[config.mk]
export PLATFORM = sky130hd
export DESIGN_NAME = avr_uart_rx_fifo
export DESIGN_NICKNAME = d
export VERILOG_FILES = /design/src/rtl/avr_uart_rx_fifo.sv
export SDC_FILE = /design/constraint.sdc
export NUM_CORES = 1
export LEC_CHECK = 0
export BUFFER_PORTS_ARGS = -buffer_cell sky130_fd_sc_hd__buf_2
export CAP_MARGIN = 25
export CORE_UTILIZATION = 61
export DETAILED_ROUTE_END_ITERATION = 6
export GPL_TIMING_DRIVEN = 0
export PLACE_DENSITY_LB_ADDON = 0.12
export SYNTH_ARGS = -nofsm -noshare
export SYNTH_HDL_FRONTEND = slang
export SYNTH_SLANG_ARGS = --single-unit
[constraint.sdc]
create_clock -name clk -period 3.25 [get_ports clk]
set_input_delay 0.975 -clock clk [delete_from_list [all_inputs] [get_ports clk]]
set_output_delay 0.975 -clock clk [all_outputs]
set_load 0.01 [all_outputs]
[src/rtl/avr_uart_rx_fifo.sv]
// avr_uart_rx_fifo: 8N1 receiver for the AVR serial link feeding a first-word-fall-through byte FIFO.
// Bytes are framed from a synchronized copy of rx and drained by the consumer with valid/ready.
module avr_uart_rx_fifo #(
    parameter int CLK_PER_BIT     = 100,
    parameter int FIFO_DEPTH_LOG2 = 4
) (
    input  logic                     clk,
    input  logic                     rst,
    input  logic                     en,
    input  logic                     rx,
    output logic [7:0]               out_data,
    output logic                     out_valid,
    input  logic                     out_ready,
    output logic [FIFO_DEPTH_LOG2:0] fifo_count,
    output logic                     frame_err,
    output logic                     overflow
);
    localparam int DW    = FIFO_DEPTH_LOG2;
    localparam int DEPTH = 1 << DW;
    localparam int CW    = $clog2(CLK_PER_BIT + 1);
    localparam logic [CW-1:0] HALF_BIT = CW'(CLK_PER_BIT / 2);
    localparam logic [CW-1:0] FULL_BIT = CW'(CLK_PER_BIT);

    typedef enum logic [1:0] {IDLE, START, DATA, STOP} state_t;

    state_t          state_q, state_d;
    logic            sync1_q, rs_q, rs_prev_q;
    logic [CW-1:0]   cnt_q, cnt_d;
    logic [2:0]      bit_q, bit_d;
    logic [7:0]      sh_q, sh_d;
    logic            push, fall;
    logic            frame_err_q, frame_err_d;
    logic            overflow_q, overflow_d;
    logic [DW-1:0]   wr_q, wr_d, rd_q, rd_d;
    logic [DW:0]     count_q, count_d;
    logic            valid_q, valid_d;
    logic [7:0]      data_q, data_d;
    logic [7:0]      mem_q [DEPTH];
    logic            pop, full, push_ok;

    assign fall = rs_prev_q && !rs_q;

    always_comb begin
        state_d     = state_q;
        cnt_d       = cnt_q + CW'(1);
        bit_d       = bit_q;
        sh_d        = sh_q;
        push        = 1'b0;
        frame_err_d = 1'b0;
        case (state_q)
            IDLE: begin
                cnt_d   = (en && fall) ? CW'(1) : '0;
                bit_d   = 3'd0;
                state_d = (en && fall) ? START : IDLE;
            end
            START: if (cnt_q == HALF_BIT) begin
                cnt_d   = CW'(1);
                state_d = rs_q ? IDLE : DATA;
            end
            DATA: if (cnt_q == FULL_BIT) begin
                cnt_d   = CW'(1);
                sh_d    = {rs_q, sh_q[7:1]};
                bit_d   = bit_q + 3'd1;
                state_d = (bit_q == 3'd7) ? STOP : DATA;
            end
            default: if (cnt_q == FULL_BIT) begin
                state_d     = IDLE;
                push        = rs_q;
                frame_err_d = !rs_q;
            end
        endcase
        // Losing the link abandons any partial frame silently.
        if (!en) begin
            state_d     = IDLE;
            push        = 1'b0;
            frame_err_d = 1'b0;
        end
    end

    always_comb begin
        pop        = (count_q != '0) && out_ready;
        full       = count_q == (DW+1)'(DEPTH);
        push_ok    = push && (!full || pop);
        overflow_d = push && full && !pop;
        wr_d       = wr_q + DW'(push_ok);
        rd_d       = rd_q + DW'(pop);
        count_d    = count_q + (DW+1)'(push_ok) - (DW+1)'(pop);
        valid_d    = count_d != '0;
        // The new byte lands exactly at the next head when the FIFO is (about to be) empty.
        data_d     = (push_ok && wr_q == rd_d) ? sh_q : mem_q[rd_d];
    end

    always_ff @(posedge clk) begin
        if (rst) begin
            state_q     <= IDLE;
            sync1_q     <= 1'b1;
            rs_q        <= 1'b1;
            rs_prev_q   <= 1'b1;
            cnt_q       <= '0;
            bit_q       <= '0;
            sh_q        <= '0;
            frame_err_q <= 1'b0;
            overflow_q  <= 1'b0;
            wr_q        <= '0;
            rd_q        <= '0;
            count_q     <= '0;
            valid_q     <= 1'b0;
            data_q      <= '0;
        end else begin
            state_q     <= state_d;
            sync1_q     <= rx;
            rs_q        <= sync1_q;
            rs_prev_q   <= rs_q;
            cnt_q       <= cnt_d;
            bit_q       <= bit_d;
            sh_q        <= sh_d;
            frame_err_q <= frame_err_d;
            overflow_q  <= overflow_d;
            wr_q        <= wr_d;
            rd_q        <= rd_d;
            count_q     <= count_d;
            valid_q     <= valid_d;
            data_q      <= data_d;
        end
    end

    always_ff @(posedge clk) begin
        if (!rst && push_ok) mem_q[wr_q] <= sh_q;
    end

    assign out_data   = data_q;
    assign out_valid  = valid_q;
    assign fifo_count = count_q;
    assign frame_err  = frame_err_q;
    assign overflow   = overflow_q;
endmodule

==> results.md <==
- Grt total ovfl: 0
- Tot Pwr: 6126 uW
- Vias in the first global route: 3789
- Cell count after synthesis: 438
- Core area: between 0.01 and 0.015 mm2
- Fin crit share: 97.03%
- Slew HR: 34.56%
- Status: complete, no violations
- Final net count: roughly 500
- Antenna-violating nets left: 0
- Starting Density: 62.55%
- Power per cell area: 752.4 mW/mm2
- CTS tree: built
- Die Ht: 110.2 um
- Remaining DRCs: 0
- Main area contributors after synthesis: edfxtp_1 54%, dfxtp_1 13%, mux4_2 10%
- Hold_sp: sync1_q
- GPL Wtd Cong: 0.8146
- Final instance area: 0.008142 mm2
- Worst hold slack: 417.2 ps
- Die area: 0.01215 mm2
- CP cell instances: inv_1, ha_1, or3b_2, o21a_1, ha_1, ha_4, clkbuf_4, mux4_2, mux2i_1, mux2_2, o21ai_0
- Largest net degree at the start of global routing: 20
- CP Launch Point: fifo_count[3]
- Syn Std Cell Area: 0.007142 mm2
- Async S/R FF share, synth: 0%
- Yosys top cell by area: edfxtp_1
- First-pass GRT wire length: 20620 um
- Placed wire-length estimate: 8886 um
- Total routed wirelength: 13420 um
- Sink Count: 175
- H-tree Lvls: 4
- FMAX: roughly 0.32 GHz
- Critical path type: flop to flop
- Final Skew: between 6 and 7 ps
- Worst-Skew Late Latency: 420 ps
- Unique masters post-synth: 47
- Critical-path maximum fanout: 10
- CTS Buffer Depth: 2
- RSZ-0062 raised after global routing: true
- Root Buffer: clkbuf_16
- Minimum clock period: 3154 ps
- Reg2Reg Setup Slack: between 90 and 100 ps
- Post-Route Setup TNS: 0 ps
- Routed length per instance: 21.00 um
- Clock slew seen by the registers of the worst setup and hold paths: 60 ps
- Crit path required time: roughly 3500 ps
- CP top delay family: adder cells
- Via count: 3791
- Most frequent cell after synthesis: edfxtp_1
- Rows: 39
- Fill count: 749
- R2r startpoint: fifo_count[3]
- Slowest cell on the critical path: or3b_2
- Worst Path Arrival: 3420 ps
- Leakage: 0.002877 uW
- Port Buffer Count: 20
- # Max-Cap Violations: 0
- Num ports: 21
- Worst path buffer plus inverter count: 2
- Area Overhead vs Synth: 14.00%
- Avg Inst Size Synth: 16.31 um2
- Final-report setup violation count: 0
- Worst Tran Pin Value: between 900 and 1000 ps
- Ant diodes: 0
- Die X: 110.2 um
- Top-area cell type share of the netlist area: 53.82%
- Final non-filler cell total: 639
- Final count of pins violating max slew: 0
- Crit path capture type: flop
- Seq/Total Area, Yosys: 66.99%
- Hold Crit Class: flop to flop
- Total GRT Usage: 24.49%
- Critical Path Max Stage Delay: slightly above 500 ps
- Antenna violations before repair: 0
- CTS Buf Count: 17
- Via density: 5.933
- Main synth FF type: edfxtp_1
- Placed Area: ~0.0074 mm2
- Drt pass-1 iters: 5
- Ys Warns: 0
- Number of synthesized register bits: 175
- Critical path launch point type: flop
- 1st-iter DRT viols: 264
- VDD IR max: 0.6435 mV
- Number of synthesized flops with an enable pin: 128
- Final hold vios: 0
- Most Frequent Cell on Critical Path: ha_1
- Fraction of layout cells with a size suffix above 1: between 20% and 30%
- Post-synthesis net count: ~460
- Post-synth top cells: 128 x edfxtp_1, 47 x dfxtp_1, 43 x nor2_1, 32 x mux4_2, 24 x mux2i_1
- Number of placed cells counting well taps: 604
[routing by layer]
metal	vias up	track usage (%)	share of wire (%)
li1	1759	-	-
met1	1930	31.37	43
met2	89	40.49	52
met3	13	6.232	4.0
met4	0	9.305	1.3
met5	-	0	0
[sequential cells by signal, summed over array words and instances (netlist names)]
| signal | cells |
|---|---|
| rs_prev_q | 1 |
| mem_q | 128 |
| out_data | 8 |
| wr_q | 4 |
| out_valid | 1 |
| rs_q | 1 |
| overflow | 1 |
| cnt_q | 7 |
| fifo_count | 5 |
| frame_err | 1 |
| state_q | 2 |
| sh_q | 8 |
| sync1_q | 1 |
| rd_q | 4 |
| bit_q | 3 |
[cell type report]
type                       instances  area, um2  share of cell area [%]
sequential                       175       4788                   58.81
clock buffer                      17      425.4                   5.225
inverter                          12      45.04                  0.5533
timing repair buffer              27      145.1                   1.783
buffer                            20      146.4                   1.798
multi-input combinational        230       2275                   27.94
clock inverter                    15      137.6                   1.690
tap                              143      178.9                   2.198
[path summary, 6_finish.rpt]
kind | end | depth (start not counted)
max reg2reg | out_data[4] | 11
min | rs_q | 1
min reg2reg | rs_q | 1
max | out_data[4] | 11
[where the power goes]
| group | leakage [uW] | internal (uW) | switching (uW) |
|---|---|---|---|
| sequential | 0.00157 | 2440 | 43.3 |
| clock | 0.000258 | 1060 | 859 |
| combinational | 0.00105 | 930 | 789 |
[per-stage QoR]
step | setup WS, ps | util [%]
floorplan | 233.1 | -
global placement | -543.1 | 64.99
detailed placement | -551.8 | 65.12
CTS | -63.91 | 70.56
global route | -23.82 | 71.30
finish | 96.38 | 71.30
[worst reg2reg max path, stage by stage, from the launching register on]
cell	delay, ps
dfxtp_1	340
inv_1	80
ha_1	130
or3b_2	510
o21a_1	240
ha_1	240
ha_4	350
clkbuf_4	260
mux4_2	340
mux2i_1	210
mux2_2	180
o21ai_0	120
[cells in the final DEF, fill, tap and decap left out, types with 4 or more instances in the layout]
cell type / netlist / layout
or2_2: 5 / 5
xor2_1: 6 / 5
clkbuf_16: 0 / 17
o21ai_0: 10 / 10
buf_4: 0 / 5
clkinvlp_4: 0 / 6
nand2_1: 6 / 6
nand3b_1: 9 / 9
ha_1: 15 / 12
xnor2_1: 8 / 8
edfxtp_1: 128 / 128
nand3_1: 7 / 7
nor3_1: 6 / 6
inv_1: 12 / 11
nor2b_1: 7 / 7
mux2_2: 9 / 9
nor2_1: 43 / 43
buf_2: 7 / 25
nand2b_1: 5 / 5
mux4_2: 32 / 32
clkbuf_1: 13 / 9
dfxtp_1: 47 / 46
mux2i_1: 24 / 23
a21oi_1: 4 / 4
[timing repair]
action	CTS	global route
setup buffers	1	3
hold buffers	0	0
resized for setup	17	15
pin swaps	1	6
setup endpoints to repair	9	18
[kinds of logic after synthesis]
| logic type | after synthesis | share of synthesized area (%) |
|---|---|---|
| DFF | 175 | 66.99 |
| and+or+nand+nor | 105 | 8.146 |
| muxes | 65 | 14.87 |
| buffers and inverters | 33 | 1.962 |
| AOI/OAI and AO/OA | 27 | 2.541 |
| xor gates and xnor gates | 17 | 2.575 |
| adders and majority gates | 16 | 2.908 |
Note: power is estimated with default switching activity, not from simulation.
